$ cat src/rtl/updn_counter_mod.sv
// Parametrised up/down counter with programmable terminal value, wrap/saturate
// select, sticky overflow flag and 74169-style active-low control set.
module updn_counter_mod #(
   parameter int               WIDTH     = 8,
   parameter logic [WIDTH-1:0] RESET_VAL = '0
) (
   input  logic             CLK,
   input  logic             RSTB,
   input  logic [WIDTH-1:0] A,
   input  logic [WIDTH-1:0] LIMIT,
   input  logic             U_DB,
   input  logic             ENPB,
   input  logic             ENTB,
   input  logic             LOADB,
   input  logic             SATB,
   input  logic             CLRFLGB,
   output logic [WIDTH-1:0] Q,
   output logic             RCOB,
   output logic             OVF
);

   logic             tc;
   logic             cnt;
   logic [WIDTH-1:0] q_next;
   logic             ovf_next;

   // Up-count terminal uses >= so a loaded value above LIMIT still terminates.
   assign tc   = U_DB ? (Q >= LIMIT) : (Q == '0);
   assign cnt  = !ENPB && !ENTB && LOADB;
   assign RCOB = !(tc && !ENTB);

   always_comb begin
      q_next   = Q;
      ovf_next = OVF && CLRFLGB;
      if (!LOADB) begin
         q_next = A;
      end else if (cnt) begin
         if (!tc) begin
            q_next = U_DB ? Q + 1'b1 : Q - 1'b1;
         end else if (SATB) begin
            q_next = U_DB ? '0 : LIMIT;
         end
      end
      if (cnt && tc) begin
         ovf_next = 1'b1;
      end
   end

   always_ff @(posedge CLK) begin
      if (!RSTB) begin
         Q   <= RESET_VAL;
         OVF <= 1'b0;
      end else begin
         Q   <= q_next;
         OVF <= ovf_next;
      end
   end

endmodule

$ cat config.mk
export PLATFORM = sky130hd
export DESIGN_NAME = updn_counter_mod
export DESIGN_NICKNAME = d
export VERILOG_FILES = /design/src/rtl/updn_counter_mod.sv
export SDC_FILE = /design/constraint.sdc
export NUM_CORES = 1
export LEC_CHECK = 0
export CELL_PAD_IN_SITES_DETAIL_PLACEMENT = 0
export CELL_PAD_IN_SITES_GLOBAL_PLACEMENT = 1
export CORE_ASPECT_RATIO = 0.5
export CORE_MARGIN = 5
export CORE_UTILIZATION = 28
export CTS_CLUSTER_SIZE = 40
export DETAILED_ROUTE_END_ITERATION = 8
export DONT_BUFFER_PORTS = 1
export PLACE_DENSITY = 0.53
export SYNTH_ARGS = -nofsm -noshare
export SYNTH_HDL_FRONTEND = slang
export SYNTH_SLANG_ARGS = --single-unit
export TNS_END_PERCENT = 100
$ cat constraint.sdc
create_clock -name CLK -period 2.1 [get_ports CLK]
set_input_delay 0.21 -clock CLK [delete_from_list [all_inputs] [get_ports CLK]]
set_output_delay 0.21 -clock CLK [all_outputs]
set_load 0.05 [all_outputs]
== Word level (Yosys, flattened, before mapping) ==
Index checks and enable logic that the tools add are counted.
Widths: inputs -> output; s select.
Storage, ports and cells
  input port bits: 24
  word-level logic and storage cells: 25
  flip-flop bits (word level): 9
Cells by class
  mux-type cells: 8
  magnitude comparators: 1
  reduce and logical (&&, ||, !) cells: 10
  equality and inequality tests: 2
  $add $sub $neg: 2
Operator list (count)
  $mux 8: 6
  $add 8x1->8 const B: 1
  $ge 8x8->1: 1
  $logic_not 8->1: 1
  $sub 8x1->8 const B: 1
  $logic_and 1x1->1: 5
  $logic_not 1->1: 3
  $ne 3x3->1 const B: 1
  $mux 1: 2
  $ne 2x1->1 const B: 1
  $reduce_and 2->1: 1

== Logic depth before layout (Yosys ltp) ==
Gate-level depths: netlist of the first run.
  depth after elaboration: 5
  mapped depth: 8

== Least setup slack after synthesis of the first run ==
No wires, ideal clock.
  path type: register to output
  start: reg Q[6]
  end: out RCOB
  stages on the path, launching flop included: 6
  data arrival time: 2.335 ns
  buffers on the path: 0
  setup slack: -0.445 ns
  cells stage by stage: dfxtp_1 ha_1 a21o_1 a2111oi_4 a21o_2 or2_1
On the way
  cells in the longest elaborated chain, start to end: 4
RTL lines
  start: declaration: line 17  | output logic [WIDTH-1:0] Q,
  start signal: assignment: line 54  | Q <= q_next;
  $ge 8x8->1 or $logic_not 8->1 (tied branches): line 28  | assign tc = U_DB ? (Q >= LIMIT) : (Q == '0);
  $mux 1 *: line 28
  $logic_and 1x1->1 *: line 30  | assign RCOB = !(tc && !ENTB);
  $logic_not 1->1 *: line 30
  end: declaration: line 18  | output logic RCOB,
Every way passes the cells marked *; elsewhere a longest branch is shown, timed or not.

== Worst setup path in the final report of the first run ==
  start: reg Q[0]
  end: out RCOB
The elaborated chain is that of the path after synthesis.

==> results.json, run 1 <==
{
  "fin_cells": 214,
  "rr_startpoint": "Q[0]$_SDFFE_PN0P_",
  "cp.arrival_ps": 1920,
  "drc": 0,
  "dp_cells": 206,
  "synth_flop_cell": "dfxtp_1",
  "cts.sinks": 9,
  "p_leak_nw": 0.633,
  "cts-root-buf": "clkbuf_8",
  "tightest_slew_ps": 503,
  "netlist_top_cells_area": "dfxtp_1, ha_1, a211oi_1",
  "crit_start": "Q[0]$_SDFFE_PN0P_",
  "grt-ovfl-total": 0,
  "io_buffer_count": 0,
  "crit_fanout": 5,
  "rrSetupSlack_ps": 0,
  "synth_fp_nets": 172,
  "hold_viol_final": 0,
  "worst_slack_ps": -33.7,
  "hp-class": "input pin to flop",
  "insertion_delay_ps": 240,
  "die_area_um2": 5250,
  "antenna_found_initial": 0,
  "design_area_um2": 1530,
  "drt-wirelength-per-cell_um": 19.0,
  "fin_crit_ps": 2130,
  "fin_hold_ws_ps": 56.0,
  "multi_input_area_um2": 950,
  "p_int_mw": 0.520,
  "final_core_util_pct": 43.0,
  "fill_cells": 356,
  "yosysTopAreaCell": "dfxtp_1",
  "num-nets-final": 203,
  "hp-start": "LOADB",
  "worst-endpoint-required_ps": 1890,
  "yosysSeqAreaShare_pct": 16.8,
  "syn_area_um2": 1070,
  "p_clk_share_pct": 25.0,
  "die_h_um": 53.8,
  "ys_ff_latch": 9,
  "grt_max_degree": 17,
  "cts_tree": "yes",
  "synthArstFlopShare_pct": 0,
  "via_count": 1163,
  "max_freq_mhz": 469,
  "hpwl_mm": 3.27,
  "synth_top_cell_area_share_pct": 16.8,
  "via_per_inst": 5.43,
  "antenna_cells": 0,
  "clockBufferDepth": 2,
  "synth_edf_count": 0,
  "ff_latch_area_um2": 198,
  "vdd_drop_max_uv": 177,
  "status": "complete, but fails checks",
  "ant_nets": 0,
  "power_frac_comb_pct": 51.7,
  "clock-skew-final_ps": 0.740,
  "period_share_pct": 102,
  "yosysWarningCount": 0,
  "htreeDepth": 1,
  "rsz0062_at_grt": "true",
  "maxCapViolations": 0,
  "grt_pass1_vias": 1132,
  "power.total_mw": 0.871,
  "pre_cts_ws_ps": -99.4,
  "dr.pass1.iters": 4,
  "setup.worst_path.end_class": "output port",
  "cp-start-kind": "flop",
  "p_seq_share_pct": 23.3,
  "holdPathStages": 1,
  "area_growth_syn_to_layout_pct": 42.9,
  "synth_cells": 133,
  "setup_viol": 1,
  "drv_slew": 0,
  "track_usage_pct": 15.9,
  "synth_cell_types": 42,
  "place_area_um2": 1350,
  "min_to": "Q[3]$_SDFFE_PN0P_",
  "max-slew-margin-rel_pct": 66.4,
  "die_w_um": 97.6,
  "ios": 34,
  "drive_gt1_share_pct": 41.1,
  "start_util_pct": 30.1,
  "gp_congestion": 0.771,
  "r2r_end": "Q[6]$_SDFFE_PN0P_",
  "grt_pass1_wl_mm": 6.31,
  "p_sw_share_pct": 40.2,
  "crit_type": "flop to output port",
  "violations": "negative setup slack",
  "tns_ps": -33.7,
  "core-area_um2": 3570,
  "placementRows": 15,
  "drtIter0Drc": 67,
  "p_per_area_nw_per_um2": 568,
  "clkTransAtPathRegs_ps": 50,
  "syn_avg_cell_area_um2": 8.07,
  "finalWirelength_mm": 4.07,
  "cts_buffers": 3,
  "worstRegToRegCells": 9,
  "power_switching_mw": 0.350
}
==> flip-flops by register name (all words and copies together) (netlist names) <==
name and flops:
Q 8, OVF 1
==> synth_stat cells (2+ instances only) <==
cell / number
a211oi_1: 11
a21boi_0: 3
a21o_1: 2
a21oi_1: 9
a22o_1: 2
clkbuf_1: 3
dfxtp_1: 9
ha_1: 14
inv_1: 12
nand2_1: 9
nand2b_1: 2
nand3_1: 5
nand3b_1: 2
nor2_1: 7
nor4_2: 2
o211ai_1: 3
o21ai_0: 6
o21ai_1: 2
o31ai_1: 2
xnor2_1: 5
xor2_1: 2
==> metal layers <==
| metal | routed length, um | vias to the layer above | GRT usage [%] |
|---|---|---|---|
| met3 | 359 | 4 | 5.05 |
| met5 | 0 | - | 0 |
| li1 | - | 564 | - |
| met2 | 1650 | 40 | 23.1 |
| met1 | 2020 | 555 | 22.8 |
| met4 | 41 | 0 | 3.45 |
==> how the worst max path moves through the flow <==
stage,slack (ps),endpoint,depth (start not counted)
3_3_place_gp,-80,Q[6]$_SDFFE_PN0P_,8
5_1_grt,-80,RCOB,7
3_5_place_dp,-100,Q[6]$_SDFFE_PN0P_,8
4_1_cts,-80,Q[0]$_SDFFE_PN0P_,8
6_report,-30,RCOB,7
2_1_floorplan,-10,RCOB,6
==> kinds of logic after synthesis <==
group	after synthesis	synth area share, %
compound gates	52	35.8
simple gates	33	16.3
buf+inv	15	5.24
fa+ha+maj	15	18.2
flops	9	16.8
xor+xnor	7	5.71
mux	2	1.98
==> cells in the final DEF, fill, tap and decap left out, types with 5 or more instances in the layout <==
cell	instances
nor2_1	7
a21oi_1	7
ha_1	9
o21ai_0	6
dfxtp_2	5
xnor2_1	5
a211oi_1	8
nand2_1	9
buf_4	28
inv_1	11
==> repair_timing <==
action                                  4_1_cts  5_1_grt
gates resized for setup                       4       13
hold buffers                                  0        0
pin swaps                                     4        9
buffers inserted                              2        2
endpoints found under the setup margin        4        9
==> worst max-delay path: stages, from the launching register on <==
cell and delay, ps:
dfxtp_4 350, inv_4 40, ha_4 240, nand2b_4 100
nand3_2 50, a211o_1 330, a21o_4 260, or2_4 310
==> power by group through the flow <==
stage / logic (mW) / registers [mW] / clock network [mW]
6_report: 0.450 / 0.203 / 0.218
5_1_grt: 0.491 / 0.204 / 0.234
4_1_cts: 0.412 / 0.200 / 0.217
3_5_place_dp: 0.395 / 0.203 / 0
3_3_place_gp: 0.394 / 0.204 / 0
2_1_floorplan: 0.209 / 0.258 / 0
==> area by class of cell <==
cell class / count / share of cell area [%]
flip-flops and latches: 9 / 12.9
well taps: 51 / 4.16
multi-input cells: 109 / 61.9
clock buffers: 4 / 2.94
repair buffers: 29 / 15.0
inverters: 12 / 3.10
(Power assumes the default switching activity.)
==> run 2: changes to the inputs <==
Settings changed: GPL_TIMING_DRIVEN from default to 0.
==> run 2 against run 1 <==
  * Worst setup slack lost 180 ps
  * Critical path type unchanged
  * Sequential power up 33%
  * Final cell count is 8.9% lower
  * Clock skew rose by 4.6 ps
  * Non-clock buffer count shrank 19
  * First-iteration DRC count down 33%
  * Maximum frequency decreased by 7.8%
  * Via count decreased by 11%
  * Largest cell class unchanged
  * Critical endpoint unchanged
  * The run still ends with negative setup slack left
==> results.json, run 2 (synthesized netlist as in run 1, its figures left out) <==
{
  "max_freq_mhz": 432,
  "cp-start-kind": "flop",
  "fin_crit_ps": 2310,
  "area_growth_syn_to_layout_pct": 35.3,
  "fill_cells": 375,
  "cts-root-buf": "clkbuf_8",
  "hp-class": "input pin to flop",
  "place_area_um2": 1160,
  "rsz0062_at_grt": "true",
  "design_area_um2": 1450,
  "vdd_drop_max_uv": 175,
  "holdPathStages": 2,
  "clkTransAtPathRegs_ps": 50,
  "rrSetupSlack_ps": -180,
  "die_h_um": 53.8,
  "tightest_slew_ps": 572,
  "drtIter0Drc": 45,
  "hpwl_mm": 2.79,
  "antenna_found_initial": 0,
  "final_common_cell": "inv_1",
  "status": "complete, but fails checks",
  "drv_slew": 0,
  "cts_tree": "yes",
  "power_frac_comb_pct": 42.1,
  "htreeDepth": 1,
  "grt-ovfl-total": 0,
  "insertion_delay_ps": 240,
  "p_sw_share_pct": 41.8,
  "multi_input_area_um2": 1020,
  "drive_gt1_share_pct": 38.9,
  "cpPeakStageDelay_ps": 500,
  "rr_startpoint": "Q[0]$_SDFFE_PN0P_",
  "p_seq_share_pct": 32.7,
  "clock-skew-final_ps": 5.30,
  "via_count": 1039,
  "cp.arrival_ps": 2100,
  "grt_max_degree": 12,
  "critPathSlowestCell": "dfxtp_4",
  "power_switching_mw": 0.347,
  "ff_latch_area_um2": 205,
  "placementRows": 15,
  "die_area_um2": 5250,
  "antenna_cells": 0,
  "p_int_mw": 0.482,
  "grt_pass1_vias": 1044,
  "io_buffer_count": 0,
  "fin_hold_ws_ps": 116,
  "period_share_pct": 110,
  "track_usage_pct": 14.7,
  "hold_viol_final": 0,
  "grt_pass1_wl_mm": 5.80,
  "ios": 34,
  "drc": 0,
  "power.total_mw": 0.829,
  "pre_cts_ws_ps": -329,
  "core-area_um2": 3570,
  "maxCapViolations": 0,
  "crit_type": "flop to output port",
  "start_util_pct": 30.1,
  "crit_start": "Q[0]$_SDFFE_PN0P_",
  "crit_fanout": 6,
  "drt-wirelength-per-cell_um": 19.3,
  "finalWirelength_mm": 3.76,
  "cts.sinks": 9,
  "die_w_um": 97.6,
  "top_register": "Q",
  "p_per_area_nw_per_um2": 571,
  "cts_buffers": 3,
  "ant_nets": 0,
  "tns_ps": -1390,
  "worst-endpoint-required_ps": 1890,
  "worst_slack_ps": -215,
  "setup.worst_path.end_class": "output port",
  "p_clk_share_pct": 25.3,
  "worstRegToRegCells": 10,
  "dr.pass1.iters": 4,
  "fin_cells": 195,
  "gp_congestion": 0.702,
  "num-nets-final": 184,
  "dp_cells": 184,
  "top_regs": "Q (8), OVF (1)",
  "crit_path_cell_trace": "inv_4 -> ha_4 -> nand2b_4 -> nand3_2 -> a211o_4 -> a21o_4 -> or2_4",
  "largest_reg_flops": 8,
  "cp-endpoint": "RCOB",
  "max-slew-margin-rel_pct": 61.9,
  "p_leak_nw": 0.538,
  "clockBufferDepth": 2,
  "via_per_inst": 5.33,
  "final_core_util_pct": 40.7,
  "most-common-layout-cells": "inv_1, ha_1, nand2_1, a211oi_2",
  "r2r_end": "Q[4]$_SDFFE_PN0P_",
  "violations": "negative setup slack",
  "setup_viol": 10
}
run 2: changes by cell type in the layout (fill, tap and decap cells not counted), sizes merged:
cell / before / now
clkbuf: 4 / 7
buf: 29 / 7
run 2: timing repair:
| item | 4_1_cts | 5_1_grt |
|---|---|---|
| pin swaps | 21 | 4 |
| resized for setup | 29 | 6 |
| setup endpoints to repair | 10 | 10 |
| hold buffers | 0 | 0 |
| hold endpoints to repair | 0 | 0 |
| buffers inserted | 6 | 1 |
run 2: worst min path at each step:
stage,startpoint,to,slack [ps]
after floorplan,A[1],Q[1]$_SDFFE_PN0P_,350
after global placement,A[1],Q[1]$_SDFFE_PN0P_,360
final,A[1],Q[1]$_SDFFE_PN0P_,120
after CTS,A[1],Q[1]$_SDFFE_PN0P_,120
after global routing,A[1],Q[1]$_SDFFE_PN0P_,130
after detailed placement,A[1],Q[1]$_SDFFE_PN0P_,370
run 2: per-layer routing:
metal	GRT usage, %	routed length (um)	up-vias
li1	-	-	523
met1	21.6	2050	490
met2	21.0	1500	21
met3	2.98	157	5
met4	5.52	49	0
met5	0	0	-
run 2: critical path, delay by kind of cell (launching register included):
family | cells | cell delay, ps
fa+ha+maj | 1 | 260
simple gates | 3 | 480
buf+inv | 1 | 70
flops | 1 | 500
compound gates | 2 | 560
run 2: power groups by stage:
| stage | Sequential, mW | Combinational [mW] | Clock (mW) |
|---|---|---|---|
| after floorplan | 0.258 | 0.209 | 0 |
| after global placement | 0.272 | 0.259 | 0 |
| after detailed placement | 0.271 | 0.258 | 0 |
| after CTS | 0.272 | 0.331 | 0.212 |
| after global routing | 0.275 | 0.381 | 0.226 |
| final | 0.271 | 0.349 | 0.209 |
run 2: layout make-up:
cell class / instances / area share, %
Multi-Input combinational cell: 109 / 70.2
Sequential cell: 9 / 14.1
Clock buffer: 4 / 3.10
Tap cell: 51 / 4.39
Buffer: 3 / 0.775
Timing Repair Buffer: 7 / 4.13
Inverter: 12 / 3.27
